===== src/rtl/latch_load_ctrl_if.sv =====
// rtl/latch_load_ctrl_if.sv - board inputs and D_latch drive signals of latch_load_ctrl
interface latch_load_ctrl_if;
    logic       sw_raw;
    logic       btn_raw;
    logic       D;
    logic       enable;
    logic       busy;
    logic [7:0] load_count;

    modport master (
        output sw_raw, btn_raw,
        input  D, enable, busy, load_count
    );

    modport slave (
        input  sw_raw, btn_raw,
        output D, enable, busy, load_count
    );
endinterface


===== src/rtl/latch_load_ctrl.sv =====
// rtl/latch_load_ctrl.sv - synchronise/debounce switch and button, run one D_latch load per press
module latch_load_ctrl #(
    parameter int DB_CYCLES = 4,
    parameter int DB_W      = 20,
    parameter int EN_CYCLES = 3
) (
    input  logic              clk,
    input  logic              reset_n,
    latch_load_ctrl_if.slave  bus
);
    localparam logic [DB_W-1:0] DB_LAST = DB_W'(DB_CYCLES - 1);
    localparam logic [7:0]      EN_LAST = 8'(EN_CYCLES - 1);

    typedef enum logic [1:0] {IDLE, SETUP, OPEN, HOLD} state_t;

    logic            sw_s1, sw_s2, btn_s1, btn_s2;
    logic            db_sw, db_btn, db_btn_prev;
    logic [DB_W-1:0] sw_cnt, btn_cnt;
    logic            press;

    state_t          state;
    logic [7:0]      run_cnt;
    logic            d_q, en_q, busy_q;
    logic [7:0]      count_q;

    always_ff @(posedge clk) begin
        if (!reset_n) begin
            sw_s1       <= 1'b0;
            sw_s2       <= 1'b0;
            btn_s1      <= 1'b0;
            btn_s2      <= 1'b0;
            db_sw       <= 1'b0;
            db_btn      <= 1'b0;
            db_btn_prev <= 1'b0;
            sw_cnt      <= '0;
            btn_cnt     <= '0;
        end else begin
            sw_s1       <= bus.sw_raw;
            sw_s2       <= sw_s1;
            btn_s1      <= bus.btn_raw;
            btn_s2      <= btn_s1;
            db_btn_prev <= db_btn;

            // A new level is accepted only after DB_CYCLES consecutive differing samples
            if (sw_s2 == db_sw) begin
                sw_cnt <= '0;
            end else if (sw_cnt == DB_LAST) begin
                db_sw  <= sw_s2;
                sw_cnt <= '0;
            end else begin
                sw_cnt <= sw_cnt + 1'b1;
            end

            if (btn_s2 == db_btn) begin
                btn_cnt <= '0;
            end else if (btn_cnt == DB_LAST) begin
                db_btn  <= btn_s2;
                btn_cnt <= '0;
            end else begin
                btn_cnt <= btn_cnt + 1'b1;
            end
        end
    end

    assign press = db_btn & ~db_btn_prev;

    always_ff @(posedge clk) begin
        if (!reset_n) begin
            state   <= IDLE;
            run_cnt <= '0;
            d_q     <= 1'b0;
            en_q    <= 1'b0;
            busy_q  <= 1'b0;
            count_q <= '0;
        end else begin
            case (state)
                IDLE: begin
                    // Presses are only seen here, so one arriving mid-load is dropped
                    if (press) begin
                        state  <= SETUP;
                        d_q    <= db_sw;
                        busy_q <= 1'b1;
                    end
                end
                SETUP: begin
                    state   <= OPEN;
                    en_q    <= 1'b1;
                    run_cnt <= '0;
                end
                OPEN: begin
                    if (run_cnt == EN_LAST) begin
                        state <= HOLD;
                        en_q  <= 1'b0;
                    end else begin
                        run_cnt <= run_cnt + 1'b1;
                    end
                end
                HOLD: begin
                    state   <= IDLE;
                    busy_q  <= 1'b0;
                    count_q <= count_q + 1'b1;
                end
                default: begin
                    state  <= IDLE;
                    en_q   <= 1'b0;
                    busy_q <= 1'b0;
                end
            endcase
        end
    end

    assign bus.D          = d_q;
    assign bus.enable     = en_q;
    assign bus.busy       = busy_q;
    assign bus.load_count = count_q;
endmodule

===== src/flat_wrapper.sv =====
// flat-port wrapper written by rule: the top's interface ports become plain ports
module latch_load_ctrl_flat 
#(
    parameter int DB_CYCLES = 4,
    parameter int DB_W      = 20,
    parameter int EN_CYCLES = 3
)
  (clk, reset_n, bus_sw_raw, bus_btn_raw, bus_D, bus_enable, bus_busy, bus_load_count);
  latch_load_ctrl_if bus_i ();
  input  logic clk;
  input  logic reset_n;
  input wire logic [$bits(bus_i.sw_raw)-1:0] bus_sw_raw;
  input wire logic [$bits(bus_i.btn_raw)-1:0] bus_btn_raw;
  output wire logic [$bits(bus_i.D)-1:0] bus_D;
  output wire logic [$bits(bus_i.enable)-1:0] bus_enable;
  output wire logic [$bits(bus_i.busy)-1:0] bus_busy;
  output wire logic [$bits(bus_i.load_count)-1:0] bus_load_count;
  assign bus_i.sw_raw = bus_sw_raw;
  assign bus_i.btn_raw = bus_btn_raw;
  assign bus_D = bus_i.D;
  assign bus_enable = bus_i.enable;
  assign bus_busy = bus_i.busy;
  assign bus_load_count = bus_i.load_count;
  latch_load_ctrl #(.DB_CYCLES(DB_CYCLES), .DB_W(DB_W), .EN_CYCLES(EN_CYCLES)) u_core (.clk(clk), .reset_n(reset_n), .bus(bus_i));
endmodule

===== config.mk =====
export PLATFORM = sky130hd
export DESIGN_NAME = latch_load_ctrl_flat
export DESIGN_NICKNAME = d
export VERILOG_FILES = /design/src/rtl/latch_load_ctrl_if.sv /design/src/rtl/latch_load_ctrl.sv /design/src/flat_wrapper.sv
export SDC_FILE = /design/constraint.sdc
export NUM_CORES = 1
export LEC_CHECK = 0
export ABC_AREA = 1
export CAP_MARGIN = 20
export CELL_PAD_IN_SITES_DETAIL_PLACEMENT = 1
export CELL_PAD_IN_SITES_GLOBAL_PLACEMENT = 2
export CORE_UTILIZATION = 34
export CTS_CLUSTER_DIAMETER = 30
export DETAILED_ROUTE_END_ITERATION = 12
export PLACE_DENSITY_LB_ADDON = 0.1
export SYNTH_ARGS = -nofsm -noshare
export SYNTH_HDL_FRONTEND = slang
export SYNTH_SLANG_ARGS = --single-unit

===== constraint.sdc =====
create_clock -name clk -period 1.8 [get_ports clk]
set_input_delay 0.18 -clock clk [delete_from_list [all_inputs] [get_ports clk]]
set_output_delay 0.18 -clock clk [all_outputs]
set_load 0.01 [all_outputs]

==> summary.md, run 1 <==
| Metric | Value |
|---|---|
| Remaining DRCs | `0` |
| Final WL | `~8800 um` |
| Final Power | `~3.2 mW` |
| CP bufs+invs | `0` |
| # diodes | `0` |
| Placed cell count | `651` |
| Worst-Skew Late Latency | `0.35 ns` |
| CP Cell Sequence | `ha_1, nand3_1, nor2_1, nand3_2, nand2_4, a21oi_1` |
| Starting Density | `0.354` |
| Most frequent cells in the layout | `116 x nand2_1, 96 x nor2_1, 68 x dfxtp_1, 51 x inv_1, 43 x nand3_1` |
| Die width | `just over 100 um` |
| Maximum VDD drop | `0.493 mV` |
| Fin crit share | `0.883` |
| Rel. slew slack | `0.694` |
| Final setup fails | `0` |
| Flops & latches, synth | `between 60 and 70` |
| Worst-margin pin slew | `around 0.45 ns` |
| P_leak | `between 1 and 1.5 nW` |
| Mapped Area | `3490 sq um` |
| GRT Resource Usage Total | `0.181` |
| Clock Skew | `a little over 0.008 ns` |
| Hpwl dp | `approximately 6600 um` |
| Critical Path End Type | `flip-flop` |
| Row count | `36` |
| Worst endpoint required time | `2.02 ns` |
| H-tree depth | `3` |
| Unique masters post-synth | `30` |
| Commonest non-fill, non-tap cell in the layout | `nand2_1` |
| Die Area | `roughly 11000 sq um` |
| I/O pin total | `15` |
| Post-CTS sizing | `0` |
| GPL Wtd Cong | `about 0.74` |
| Total negative slack | `0 ns` |
| Most used flip-flop cell after synthesis | `dfxtp_1` |
| PnR worst setup slack | `0.211 ns` |
| CP delay by family, top | `simple AND/OR/NAND/NOR gates` |
| Startpoint Class | `flip-flop` |
| Clk root buf | `clkbuf_8` |
| CP max stage delay | `about 0.4 ns` |
| Seq/Total Area, Yosys | `0.390` |
| Synth-to-Final Area Change | `14.5%` |
| RSZ-0062 raised after global routing | `false` |
| First-pass GRT wire length | `around 15000 um` |
| Number of routed nets with antenna violations | `0` |
| Initial DRC Count | `42` |
| Total gr overflow | `0` |
| Largest net degree at the start of global routing | `21` |
| CTS buffer count | `9` |
| CP arrival | `around 1.8 ns` |
| Slowest-stage cell, CP | `dfxtp_1` |
| Postcts setup bufs | `0` |
| Yosys warning total | `0` |
| EDFF count, synth | `0` |
| Vias per cell | `between 4 and 5` |
| Avg Inst Size Synth | `around 6.9 sq um` |
| Via Count | `approximately 3200` |
| Hold Buf Count CTS | `0` |
| Finished Layout Cells | `667` |
| Clk sinks | `68` |
| Wire per inst | `about 13 um` |
| Gate count after technology mapping | `507` |
| Status | `complete, no violations` |
| Vias in the first global route | `3194` |
| Dpl ws | `~0.22 ns` |
| Number of buffers added on ports | `14` |
| Slew Viols, Final | `0` |
| Asr flop ratio synth | `0` |
| Worst hold slack | `~0.36 ns` |
| Drt first pass iters | `4` |
| Die height | `103 um` |
| Initial antenna violation count | `0` |
| Final hold violations | `0` |
| Clock Path Buffers | `2` |
| Max frequency | `roughly 630 MHz` |
| Syn_nets | `around 520` |
| Pwr/cell area | `roughly 790 nW/um^2` |
| CTS tree | `yes` |
| Max-Cap Viols | `0` |
| Worst Path Max Fanout | `19` |
| Worst hold-check path type | `input pin to flip-flop` |
| Fin crit period | `about 1.6 ns` |
| Core area | `9860 sq um` |
| Layout cells sized above 1 | `0.0824` |
| Final #Nets | `around 540` |
| Clk pin slew, worst setup/hold paths | `0.08 ns` |
| WS Path Type | `flip-flop to flip-flop` |
## synth_stat cells (2+ instances only)
cell	n	area (sq um)
inv_1	51	191
o21ai_0	12	60.1
nand2_1	116	435
nand3_2	2	20.0
nor3_1	3	15.0
nor2_2	16	100
clkbuf_1	2	7.51
ha_1	10	125
nand4_1	11	68.8
buf_4	2	15.0
or2_0	2	12.5
xor2_1	13	114
a21oi_1	32	160
buf_2	4	20.0
nand3_1	43	215
dfxtp_1	68	1360
or2_1	2	12.5
nor2_1	96	360
nand3b_1	5	37.5
xnor2_1	5	43.8
o21bai_1	3	22.5
## sequential cells by signal, indices dropped and copies added (netlist names), 2 cells and up
name / flops
u_core.btn_cnt: 20
u_core.bus.load_count: 8
u_core.run_cnt: 8
u_core.state: 2
u_core.sw_cnt: 20
## kinds of logic (layout without fill, tap and decap cells)
family                     after synthesis  in the layout  share of synthesized area
buffers and inverters                   61             88                     0.0739
adders and majority gates               10             10                     0.0359
AOI/OAI and AO/OA                       51             51                     0.0811
and+or+nand+nor                        299            299                      0.374
DFF                                     68             68                      0.390
xor gates and xnor gates                18             18                     0.0452
## path summary, 6_finish.rpt
| check | from | end | slack (ns) | cells after the start |
|---|---|---|---|---|
| setup / recovery | u_core.sw_cnt[0] | u_core.sw_cnt[14] | 0.21 | 6 |
| hold reg to reg | u_core.sw_s1 | u_core.sw_s2 | 0.42 | 2 |
| setup reg to reg | u_core.sw_cnt[0] | u_core.sw_cnt[14] | 0.21 | 6 |
| hold / removal | bus_btn_raw | u_core.btn_s1 | 0.36 | 3 |
## final cells by class
class	instances	area [sq um]
clock inverter	4	47.5
timing repair buffer	20	198
sequential	68	1360
clock buffer	12	155
tap	133	166
multi-input combinational	378	1870
fill	1289	5870
inverter	52	195
## worst reg2reg max path: cells and delay by family, from the launching register on
| kind | cells | cell delay (ns) |
|---|---|---|
| AO/OA/AOI/OAI | 1 | 0.09 |
| flip-flops | 1 | 0.40 |
| AND/OR/NAND/NOR | 4 | 0.68 |
| adder cells (fa/ha/maj) | 1 | 0.29 |
## layer usage
metal | up-vias | GRT usage | routed length (um)
met5 | - | 0 | 0
met4 | 0 | 0.0553 | 98
met3 | 7 | 0.0403 | 200
met2 | 23 | 0.318 | 4330
met1 | 1523 | 0.219 | 4120
li1 | 1650 | - | -
## through the flow
stage,area [sq um],util
after floorplan,3490,-
after global placement,3790,0.384
after detailed placement,3790,0.384
after CTS,3990,0.405
after global routing,3990,0.405
final,3990,0.405
## report_power, final
part	total [mW]	internal [mW]	switching, mW	leakage (nW)
Combinational	0.292	0.108	0.184	0.712
Sequential	1.56	1.54	0.0234	0.549
Clock	1.30	0.712	0.593	0.102
No activity file was read; power rests on OpenSTA's default activity.
==> run 2: changes to the inputs <==
CORE_UTILIZATION = 37   (was 34)
MAX_ROUTING_LAYER = met4   (was default)
SKIP_CTS_REPAIR_TIMING = 1   (was default)
clock period = 2 ns   (was 1.8 ns; I/O delays follow)
==> summary.md, run 2 (same netlist as run 1, synthesis figures left out) <==
| Metric | Value |
|---|---|
| Status | `complete, no violations (unchanged)` |
| RSZ-0062 raised after global routing | `false (unchanged)` |
| P_leak | `1.34 nW (was 1.36 nW)` |
| Hpwl dp | `6280 um (was 6630 um)` |
| Total negative slack | `0 ns (unchanged)` |
| Die Area | `9820 sq um (was 10700 sq um)` |
| H-tree depth | `3 (unchanged)` |
| Final #Nets | `544 (was 543)` |
| CP bufs+invs | `0 (unchanged)` |
| Slowest-stage cell, CP | `dfxtp_1 (unchanged)` |
| CP Cell Sequence | `ha_1, nand3_1, nor2_1, nand3_2, nand2_4, a21oi_1 (unchanged)` |
| Clock Path Buffers | `2 (unchanged)` |
| # diodes | `0 (unchanged)` |
| Final Power | `2.69 mW (was 3.16 mW)` |
| Row count | `35 (was 36)` |
| Fin crit share | `0.797 (was 0.883)` |
| Initial DRC Count | `43 (was 42)` |
| Max-Cap Viols | `0 (unchanged)` |
| Via Count | `3155 (was 3203)` |
| Pwr/cell area | `684 nW/um^2 (was 791 nW/um^2)` |
| Slew Viols, Final | `0 (unchanged)` |
| Final WL | `8140 um (was 8750 um)` |
| Worst Path Max Fanout | `19 (unchanged)` |
| Critical Path End Type | `flip-flop (unchanged)` |
| Fin crit period | `1.59 ns (about the same)` |
| Clk pin slew, worst setup/hold paths | `0.07 ns (was 0.08 ns)` |
| Clk root buf | `clkbuf_8 (unchanged)` |
| CP arrival | `1.82 ns (was 1.81 ns)` |
| Rel. slew slack | `0.668 (was 0.694)` |
| Wire per inst | `12.6 um (was 13.1 um)` |
| I/O pin total | `15 (unchanged)` |
| Final core occ | `0.427 (was 0.405)` |
| Largest registers | `u_core.btn_cnt: 20 flops, u_core.sw_cnt: 20 flops (unchanged)` |
| Largest net degree at the start of global routing | `21 (unchanged)` |
| Final setup fails | `0 (unchanged)` |
| Drt first pass iters | `4 (unchanged)` |
| Clock Skew | `0.00888 ns (was 0.00811 ns)` |
| CTS tree | `yes (unchanged)` |
| Finished Layout Cells | `646 (was 667)` |
| Number of routed nets with antenna violations | `0 (unchanged)` |
| First-pass GRT wire length | `14600 um (was 14800 um)` |
| Final hold violations | `0 (unchanged)` |
| Synth-to-Final Area Change | `12.6% (was 14.5%)` |
| Layout cells sized above 1 | `0.0822 (was 0.0824)` |
| Commonest non-fill, non-tap cell in the layout | `nand2_1 (unchanged)` |
| Die height | `99.1 um (was 103 um)` |
| Vias in the first global route | `3253 (was 3194)` |
| Vias per cell | `4.88 (was 4.80)` |
| R2R depth | `6 (unchanged)` |
| Core area | `9200 sq um (was 9860 sq um)` |
| Die width | `99.1 um (was 103 um)` |
| GRT Resource Usage Total | `0.191 (was 0.181)` |
| Worst hold-check path type | `input pin to flip-flop (unchanged)` |
| Crit path depth | `6 (unchanged)` |
| Hold depth | `3 (unchanged)` |
| Startpoint Class | `flip-flop (unchanged)` |
| WS Path Type | `flip-flop to flip-flop (unchanged)` |
| GPL Wtd Cong | `0.766 (was 0.736)` |
| Most frequent cells in the layout | `116 x nand2_1, 96 x nor2_1, 68 x dfxtp_1, 51 x inv_1, 43 x nand3_1 (unchanged)` |
| Worst-Skew Late Latency | `0.35 ns (about the same)` |
| Worst-margin pin slew | `0.493 ns (was 0.455 ns)` |
| Initial antenna violation count | `0 (unchanged)` |
| Maximum VDD drop | `0.278 mV (was 0.493 mV)` |
| Max frequency | `628 MHz (was 629 MHz)` |
| Placed cell count | `630 (was 651)` |
| CP max stage delay | `0.39 ns (was 0.40 ns)` |
| Clk sinks | `68 (unchanged)` |
| Worst endpoint required time | `2.22 ns (was 2.02 ns)` |
| Starting Density | `0.379 (was 0.354)` |
| Number of buffers added on ports | `14 (unchanged)` |
| CTS buffer count | `9 (unchanged)` |
| Layout fillers | `1225 (was 1289)` |
| Total gr overflow | `0 (unchanged)` |
| Remaining DRCs | `0 (unchanged)` |
| CP delay by family, top | `simple AND/OR/NAND/NOR gates (unchanged)` |
-- run 2: cell types whose count changed in the layout (fill, tap and decap cells not counted), sizes merged --
cell	change
bufinv	-1
buf	+1
clkinvlp	+1
-- run 2: power by group --
part / switching [mW] / internal (mW)
Clock: 0.541 / 0.481
Combinational: 0.163 / 0.0965
Sequential: 0.0208 / 1.38
Total: 0.725 / 1.96
-- run 2: final timing paths --
path | slack [ns] | from | end
setup / recovery | 0.41 | u_core.sw_cnt[0] | u_core.sw_cnt[15]
hold reg to reg | 0.42 | u_core.btn_s1 | u_core.btn_s2
setup reg to reg | 0.41 | u_core.sw_cnt[0] | u_core.sw_cnt[15]
hold / removal | 0.39 | bus_btn_raw | u_core.btn_s1
-- run 2: layer usage --
metal / global-route usage / share of wire / vias to the layer above
li1: - / - / 1656
met1: 0.227 / 0.48 / 1470
met5: - / 0 / -
met3: 0.0447 / 0.023 / 11
met2: 0.325 / 0.48 / 18
met4: 0.0509 / 0.0088 / 0
-- run 2: layout make-up --
cell class / count / area [sq um] / share of cell area
tap: 111 / 139 / 0.0354
timing repair buffer: 21 / 193 / 0.0491
inverter: 52 / 195 / 0.0497
sequential: 68 / 1360 / 0.347
clock buffer: 12 / 145 / 0.0370
clock inverter: 4 / 25.0 / 0.00637
multi-input combinational: 378 / 1870 / 0.476
-- run 2: stage by stage --
stage	hold WS (ns)	worst slack, ns	cell area [sq um]
after CTS	0.375	0.366	3930
final	0.393	0.407	3930
after global placement	0.394	0.322	3760
after global routing	0.388	0.200	3930
after floorplan	0.298	0.631	3490
after detailed placement	0.406	0.292	3760
-- run 2: worst min-delay path: cells and delay by family --
kind                   cells  cell delay (ns)
AND/OR/NAND/NOR            1             0.06
buffers and inverters      2             0.43
